`src/rtl/piso_tx.sv`:
```
// rtl/piso_tx.sv - parallel-in serial-out transmitter, MSB first, valid/ready load.
// Optional even-parity trailer bit enabled by `define PISO_TX_PARITY_EN.
module piso_tx #(
   parameter int WIDTH = 4
) (
   input  logic             clk,
   input  logic             rst_n,
   input  logic             load_valid,
   output logic             load_ready,
   input  logic [WIDTH-1:0] load_data,
   input  logic             inv,
   input  logic             pause,
   output logic             sout,
   output logic             sout_valid,
   output logic             busy,
   output logic             done
);

   localparam int CW = $clog2(WIDTH + 1);

   typedef enum logic [1:0] {
      IDLE  = 2'd0,
      SHIFT = 2'd1
`ifdef PISO_TX_PARITY_EN
      , PAR = 2'd2
`endif
   } state_t;

   state_t           state_q, state_d;
   logic [WIDTH-1:0] shreg_q, shreg_d;
   logic [CW-1:0]    cnt_q, cnt_d;
   logic             done_q, done_d;
   logic [WIDTH-1:0] load_word;
   logic             last_bit;
   logic             frame_end;
   logic             accept;
`ifdef PISO_TX_PARITY_EN
   logic             par_q, par_d;
`endif

   always_comb begin
      last_bit  = (state_q == SHIFT) && (cnt_q == CW'(WIDTH - 1));
`ifdef PISO_TX_PARITY_EN
      frame_end = (state_q == PAR) && !pause;
`else
      frame_end = last_bit && !pause;
`endif
      // The final-bit cycle doubles as the load window so frames can abut.
      load_ready = (state_q == IDLE) || frame_end;
      accept     = load_valid && load_ready;
      busy       = (state_q != IDLE);
      sout_valid = busy && !pause;
      load_word  = inv ? ~load_data : load_data;
      done       = done_q;

      case (state_q)
         SHIFT:   sout = shreg_q[WIDTH-1];
`ifdef PISO_TX_PARITY_EN
         PAR:     sout = par_q;
`endif
         default: sout = 1'b0;
      endcase
   end

   always_comb begin
      state_d = state_q;
      shreg_d = shreg_q;
      cnt_d   = cnt_q;
      done_d  = frame_end;
`ifdef PISO_TX_PARITY_EN
      par_d   = par_q;
`endif
      if (accept) begin
         state_d = SHIFT;
         shreg_d = load_word;
         cnt_d   = '0;
`ifdef PISO_TX_PARITY_EN
         par_d   = ^load_word;
`endif
      end else if (frame_end) begin
         state_d = IDLE;
         shreg_d = '0;
         cnt_d   = '0;
      end else if ((state_q == SHIFT) && !pause) begin
         shreg_d = shreg_q << 1;
         cnt_d   = cnt_q + CW'(1);
`ifdef PISO_TX_PARITY_EN
         if (last_bit) state_d = PAR;
`endif
      end
   end

   always_ff @(posedge clk or negedge rst_n) begin
      if (!rst_n) begin
         state_q <= IDLE;
         shreg_q <= '0;
         cnt_q   <= '0;
         done_q  <= 1'b0;
`ifdef PISO_TX_PARITY_EN
         par_q   <= 1'b0;
`endif
      end else begin
         state_q <= state_d;
         shreg_q <= shreg_d;
         cnt_q   <= cnt_d;
         done_q  <= done_d;
`ifdef PISO_TX_PARITY_EN
         par_q   <= par_d;
`endif
      end
   end

endmodule

```
`config.mk`:
```
export PLATFORM = sky130hd
export DESIGN_NAME = piso_tx
export DESIGN_NICKNAME = d
export VERILOG_FILES = /design/src/rtl/piso_tx.sv
export SDC_FILE = /design/constraint.sdc
export NUM_CORES = 1
export LEC_CHECK = 0
export CAP_MARGIN = 20
export CORE_AREA = 2 2 39 41
export CTS_BUF_LIST = sky130_fd_sc_hd__clkbuf_4
export CTS_CLUSTER_SIZE = 30
export DETAILED_ROUTE_END_ITERATION = 7
export DIE_AREA = 0 0 41 43
export PLACE_DENSITY = 0.65
export SLEW_MARGIN = 40
export SYNTH_ARGS = -nofsm -noshare
export SYNTH_HDL_FRONTEND = slang
export SYNTH_SLANG_ARGS = --single-unit
```
`constraint.sdc`:
```
create_clock -name clk -period 1.57 [get_ports clk]
set_input_delay 0.157 -clock clk [delete_from_list [all_inputs] [get_ports clk]]
set_output_delay 0.157 -clock clk [all_outputs]
set_load 0.05 [all_outputs]
```
==> flow_metrics.tcl, run 1 <==
set metrics [dict create \
    start_util_pct 36.1 \
    end_kind "output port" \
    diodes 0 \
    wl_per_cell_um 13.1 \
    path_class "register to output port" \
    crit_fanout 3 \
    slowest_stage "dfrtp_1" \
    cts_hold_buf 0 \
    tritoncts "done" \
    drv_cap 0 \
    synth-seq-cells 9 \
    vdd_drop_max_mv 0.961 \
    h-tree-depth 1 \
    clock-skew-final_ps 0.938 \
    period_share_pct 97.2 \
    yosys_warnings 0 \
    max_freq_mhz 655 \
    layout_setup_ws_ps 43.4 \
    hold_viol_final 0 \
    antenna_found_initial 0 \
    hold_class "input pin to async pin" \
    route.detailed.drc 0 \
    cts.path.max_buffers 2 \
    slowest_delay_ps 360 \
    post-route-util_pct 54.7 \
    dieWidth_um 41 \
    ios 14 \
    crit_path_start_kind "register" \
    grtUsageTotal_pct 15.8 \
    synth.distinct_cells 20 \
    synth_cells 46 \
    num_vias 399 \
    grt.overflow.total 0 \
    routabilityCongestion 0.767 \
    ys_top_cells_by_area "dfrtp_1, xor2_1, a2bb2oi_1, ha_1, o211ai_1" \
    drt-total-wl_mm 1.08 \
    yosysSeqAreaShare_pct 45.1 \
    clk_pin_slew_worst_paths_ps 60 \
    via_per_inst 4.81 \
    cellPowerDensity_mw_per_mm2 1630 \
    cp_top_family "flip-flops" \
    ant_nets 0 \
    syn_area_um2 499 \
    grt_pass1_vias 431 \
    clock_sinks 9 \
    finalSetupViolCount 0 \
    drive_above_1_share_pct 31.3 \
    synth_top_area_share_pct 45.1 \
    arrival_ps 1370 \
    drt-initial-drc-count 8 \
    finalNetCount 79 \
    worst-r2r-setup-slack_ps 150 \
    pre_cts_slack_ps 78.4 \
    leakage_uw 0.000341 \
    syn_to_final_growth_pct 51.6 \
    worst_pin_slew_ps 410 \
    root_buffer "clkbuf_4" \
    crit_buf_inv 2 \
    grt_pass1_wl_mm 1.84 \
    dieArea_mm2 0.00176 \
    hpwl_um 818 \
    dr.pass1.iters 4 \
    die_h_um 43 \
    worstPathCellList "ha_2 > ha_4 > inv_2 > o21ai_4 > buf_12" \
    rows 14 \
    port_buffers 13 \
    clkLatencyLatePin_ps 270 \
    grt_max_degree 10 \
    crit_required_ps 1410 \
    fin_crit_ps 1530 \
    maxSlewHeadroom_pct 72.6 \
    synth_nets 57 \
    drv_slew 0 \
    status "finished clean" \
    core_mm2 0.00138 \
    cts_made_buffers 3 \
    synth_top_area_cell "dfrtp_1" \
    syn_avg_cell_area_um2 10.9 \
]
[cells in the final DEF, fill, tap and decap left out, types with 3 or more instances in the layout]
cell,synthesis,layout
o211ai_1,3,3
xor2_1,4,4
o21ai_1,4,3
dfrtp_1,9,9
nor2b_1,3,3
a2bb2oi_1,3,3
clkbuf_4,0,4
nand2b_1,3,3
clkdlybuf4s50_1,0,8
buf_12,0,3
buf_4,0,7
[state kept, by name (all words and copies together), names as in the netlist]
name and cells:
cnt_q 3, state_q 1, done 1, shreg_q 4
[layout make-up]
class,count,area [um^2]
repair buffers,18,193
fillers,127,627
flip-flops and latches,9,225
inverters,4,20.0
multi-input cells,32,269
well taps,16,20.0
clock buffers,4,30.0
[metal layers]
layer  up-vias  wire (um)  GRT usage, %
met5         -          0             0
met4         0          0          6.00
met3         0         42          4.71
met2        12        550          23.8
met1       177        492          20.3
li1        210          -             -
[where the power goes]
part	total (uW)	leakage [uW]	switching [uW]	internal, uW
logic	675	0.000213	329	347
clock network	204	0.0000184	88.1	116
registers	358	0.000109	44.3	313
[cells in the mapped netlist (all sizes together)]
library cell  n
dfrtp         9
inv           4
o21ai         4
xor2          4
a2bb2oi       3
nand2b        3
nor2b         3
o211ai        3
ha            2
nor2          2
a21oi         1
a22o          1
a32o          1
and2          1
and2b         1
buf           1
mux2          1
nand2         1
o32ai         1
[repair_timing]
item | CTS | global route
hold endpoints to repair | 0 | 0
pin swaps | 1 | 0
setup endpoints to repair | 1 | 1
setup buffers | 2 | 1
gates resized for setup | 2 | 2
[path summary, 6_finish.rpt]
kind                                  from         end  depth (start not counted)
worst max-delay path              cnt_q[0]  load_ready                          5
worst max register to register    cnt_q[0]  shreg_q[0]                          6
max in group asynchronous            rst_n  shreg_q[3]                          1
min in group clk                shreg_q[0]  shreg_q[0]                          1
worst min-delay path                 rst_n        done                          1
worst min register to register  shreg_q[0]  shreg_q[0]                          1
[metrics by stage]
| stage | total power, uW | std cells | cell area, um^2 | hold WS (ps) | setup TNS [ps] |
|---|---|---|---|---|---|
| final | 1240 | 83 | 757 | 186 | 0 |
| after global routing | 1330 | 83 | 757 | 229 | -8.65 |
| after CTS | 1210 | 82 | 737 | 195 | 0 |
| after detailed placement | 963 | 76 | 689 | 482 | 0 |
| after global placement | 953 | 76 | 689 | 484 | 0 |
| after floorplan | 732 | 46 | 510 | -139 | 0 |
[kinds of logic (layout without fill, tap and decap cells)]
logic type                 Yosys count  in the layout  share of synthesized area, %
and+or+nand+nor                     11             11                          12.5
adders and majority gates            2              2                          5.01
AOI/OAI and AO/OA                   14             14                          21.1
DFF                                  9              9                          45.1
buffers and inverters                5             26                          6.27
xor gates and xnor gates             4              4                          7.02
muxes                                1              1                          3.01
(Power assumes the default switching activity.)
==> inputs of run 2 (changes only) <==
- ABC_CLOCK_PERIOD_IN_PS: default -> 1570
- PLACE_DENSITY: 0.65 -> default
- PLACE_DENSITY_LB_ADDON: default -> 0.25
==> run 2 against run 1 <==
Net effect: sequential cell count unchanged; largest power group unchanged; maximum frequency up 1.9%; critical path depth unchanged.
==> flow_metrics.tcl, run 2 (synthesis results as in run 1) <==
set metrics [dict create \
    start_util_pct 36.1 \
    crit_path_start_kind "register" \
    rsz0062_at_grt "true" \
    cts_made_buffers 3 \
    syn_to_final_growth_pct 50.6 \
    routabilityCongestion 0.721 \
    grt_pass1_vias 444 \
    met3RoutedLength_um 46 \
    final_cell_mix "dfrtp_1, clkdlybuf4s50_1, buf_4" \
    port_buffers 13 \
    route.detailed.drc 0 \
    clk_pin_slew_worst_paths_ps 60 \
    grt.overflow.total 0 \
    fin_area_um2 752 \
    cp_top_family "flip-flops" \
    drt-total-wl_mm 1.01 \
    grtUsageTotal_pct 16.4 \
    grt_max_degree 10 \
    crit_buf_inv 2 \
    wl_per_cell_um 12.3 \
    vdd_drop_max_mv 0.786 \
    pre_cts_slack_ps 43.0 \
    hold_class "input pin to async pin" \
    clock-skew-final_ps 1.63 \
    fin_crit_ps 1500 \
    drt-initial-drc-count 1 \
    placed_area_um2 697 \
    clkLatencyLatePin_ps 250 \
    clock_sinks 9 \
    dieWidth_um 41 \
    finalSetupViolCount 0 \
    wl_met2_um 550 \
    worst_pin_slew_ps 420 \
    rows 14 \
    cellPowerDensity_mw_per_mm2 1600 \
    layout_commonest_cell "dfrtp_1" \
    top_regs "shreg_q (4), cnt_q (3)" \
    maxSlewHeadroom_pct 71.9 \
    grt_pass1_wl_mm 1.90 \
    worst-r2r-setup-slack_ps 260 \
    worstPathCellList "ha_2 > ha_4 > inv_4 > o21ai_4 > buf_12" \
    crit_required_ps 1410 \
    diodes 0 \
    stdcell_count 82 \
    setup_tns_ps 0 \
    slowest_delay_ps 360 \
    dieArea_mm2 0.00176 \
    num_vias 408 \
    h-tree-depth 1 \
    cts_hold_buf 0 \
    slowest_stage "dfrtp_1" \
    largest_reg_flops 4 \
    drv_cap 0 \
    crit_fanout 3 \
    hpwl_um 830 \
    post-route-util_pct 54.3 \
    core_mm2 0.00138 \
    path_class "register to output port" \
    drive_above_1_share_pct 30.3 \
    period_share_pct 95.5 \
    die_h_um 43 \
    hold_viol_final 0 \
    root_buffer "clkbuf_4" \
    drt-met1-wl_um 415 \
    cts.path.max_buffers 2 \
    status "finished clean" \
    ant_nets 0 \
    max_freq_mhz 667 \
    dr.max_layer_used "met3" \
    tritoncts "done" \
    antenna_found_initial 0 \
    via_per_inst 4.98 \
    drv_slew 0 \
    finalNetCount 78 \
    place_inst 77 \
    arrival_ps 1340 \
    dr.pass1.iters 2 \
    regMostFlops "shreg_q" \
    leakage_uw 0.000336 \
    end_kind "output port" \
    ios 14 \
    layout_setup_ws_ps 71.2 \
]
run 2: cell count changes in the layout (fill, tap and decap cells not counted), sizes merged:
cell | before | now
buf | 10 | 9
run 2: worst register-to-register path: stages, from the launching register on:
cell and delay [ps]:
dfrtp_1 390, ha_2 190, ha_4 170, and2b_1 180
o211ai_1 180, a2bb2oi_1 90
run 2: area by class of cell:
type | instances | area [um^2]
well taps | 16 | 20.0
inverters | 4 | 22.5
repair buffers | 17 | 185
multi-input cells | 32 | 269
fillers | 137 | 632
clock buffers | 4 | 30.0
flip-flops and latches | 9 | 225
run 2: path summary, 6_finish.rpt:
check	endpoint	from	cells after the start
setup / recovery	load_ready	cnt_q[0]	5
max in group asynchronous	state_q[0]	rst_n	1
setup reg to reg	shreg_q[1]	cnt_q[0]	5
hold / removal	shreg_q[3]	rst_n	1
min in group clk	shreg_q[0]	shreg_q[0]	1
hold reg to reg	shreg_q[0]	shreg_q[0]	1
run 2: what timing repair did:
| item | 4_1_cts | 5_1_grt |
|---|---|---|
| setup buffers | 0 | 1 |
| setup endpoints to repair | 1 | 1 |
| gates resized for setup | 2 | 3 |
| pin swaps | 0 | 2 |
run 2: power by group:
part / internal (uW) / switching, uW
sequential: 314 / 40.1
combinational: 337 / 326
clock: 115 / 73.1
total: 765 / 439
run 2: metal layers:
| metal | vias to the layer above | GRT usage (%) |
|---|---|---|
| met5 | - | 0 |
| met4 | 0 | 6.00 |
| met3 | 0 | 8.38 |
| met2 | 7 | 24.1 |
| met1 | 198 | 20.0 |
| li1 | 203 | - |
run 2: per-stage QoR:
stage | hold slack (ps) | power [uW]
CTS | 223 | 1170
global placement | 485 | 966
floorplan | -139 | 732
global route | 230 | 1290
detailed placement | 489 | 969
finish | 205 | 1200
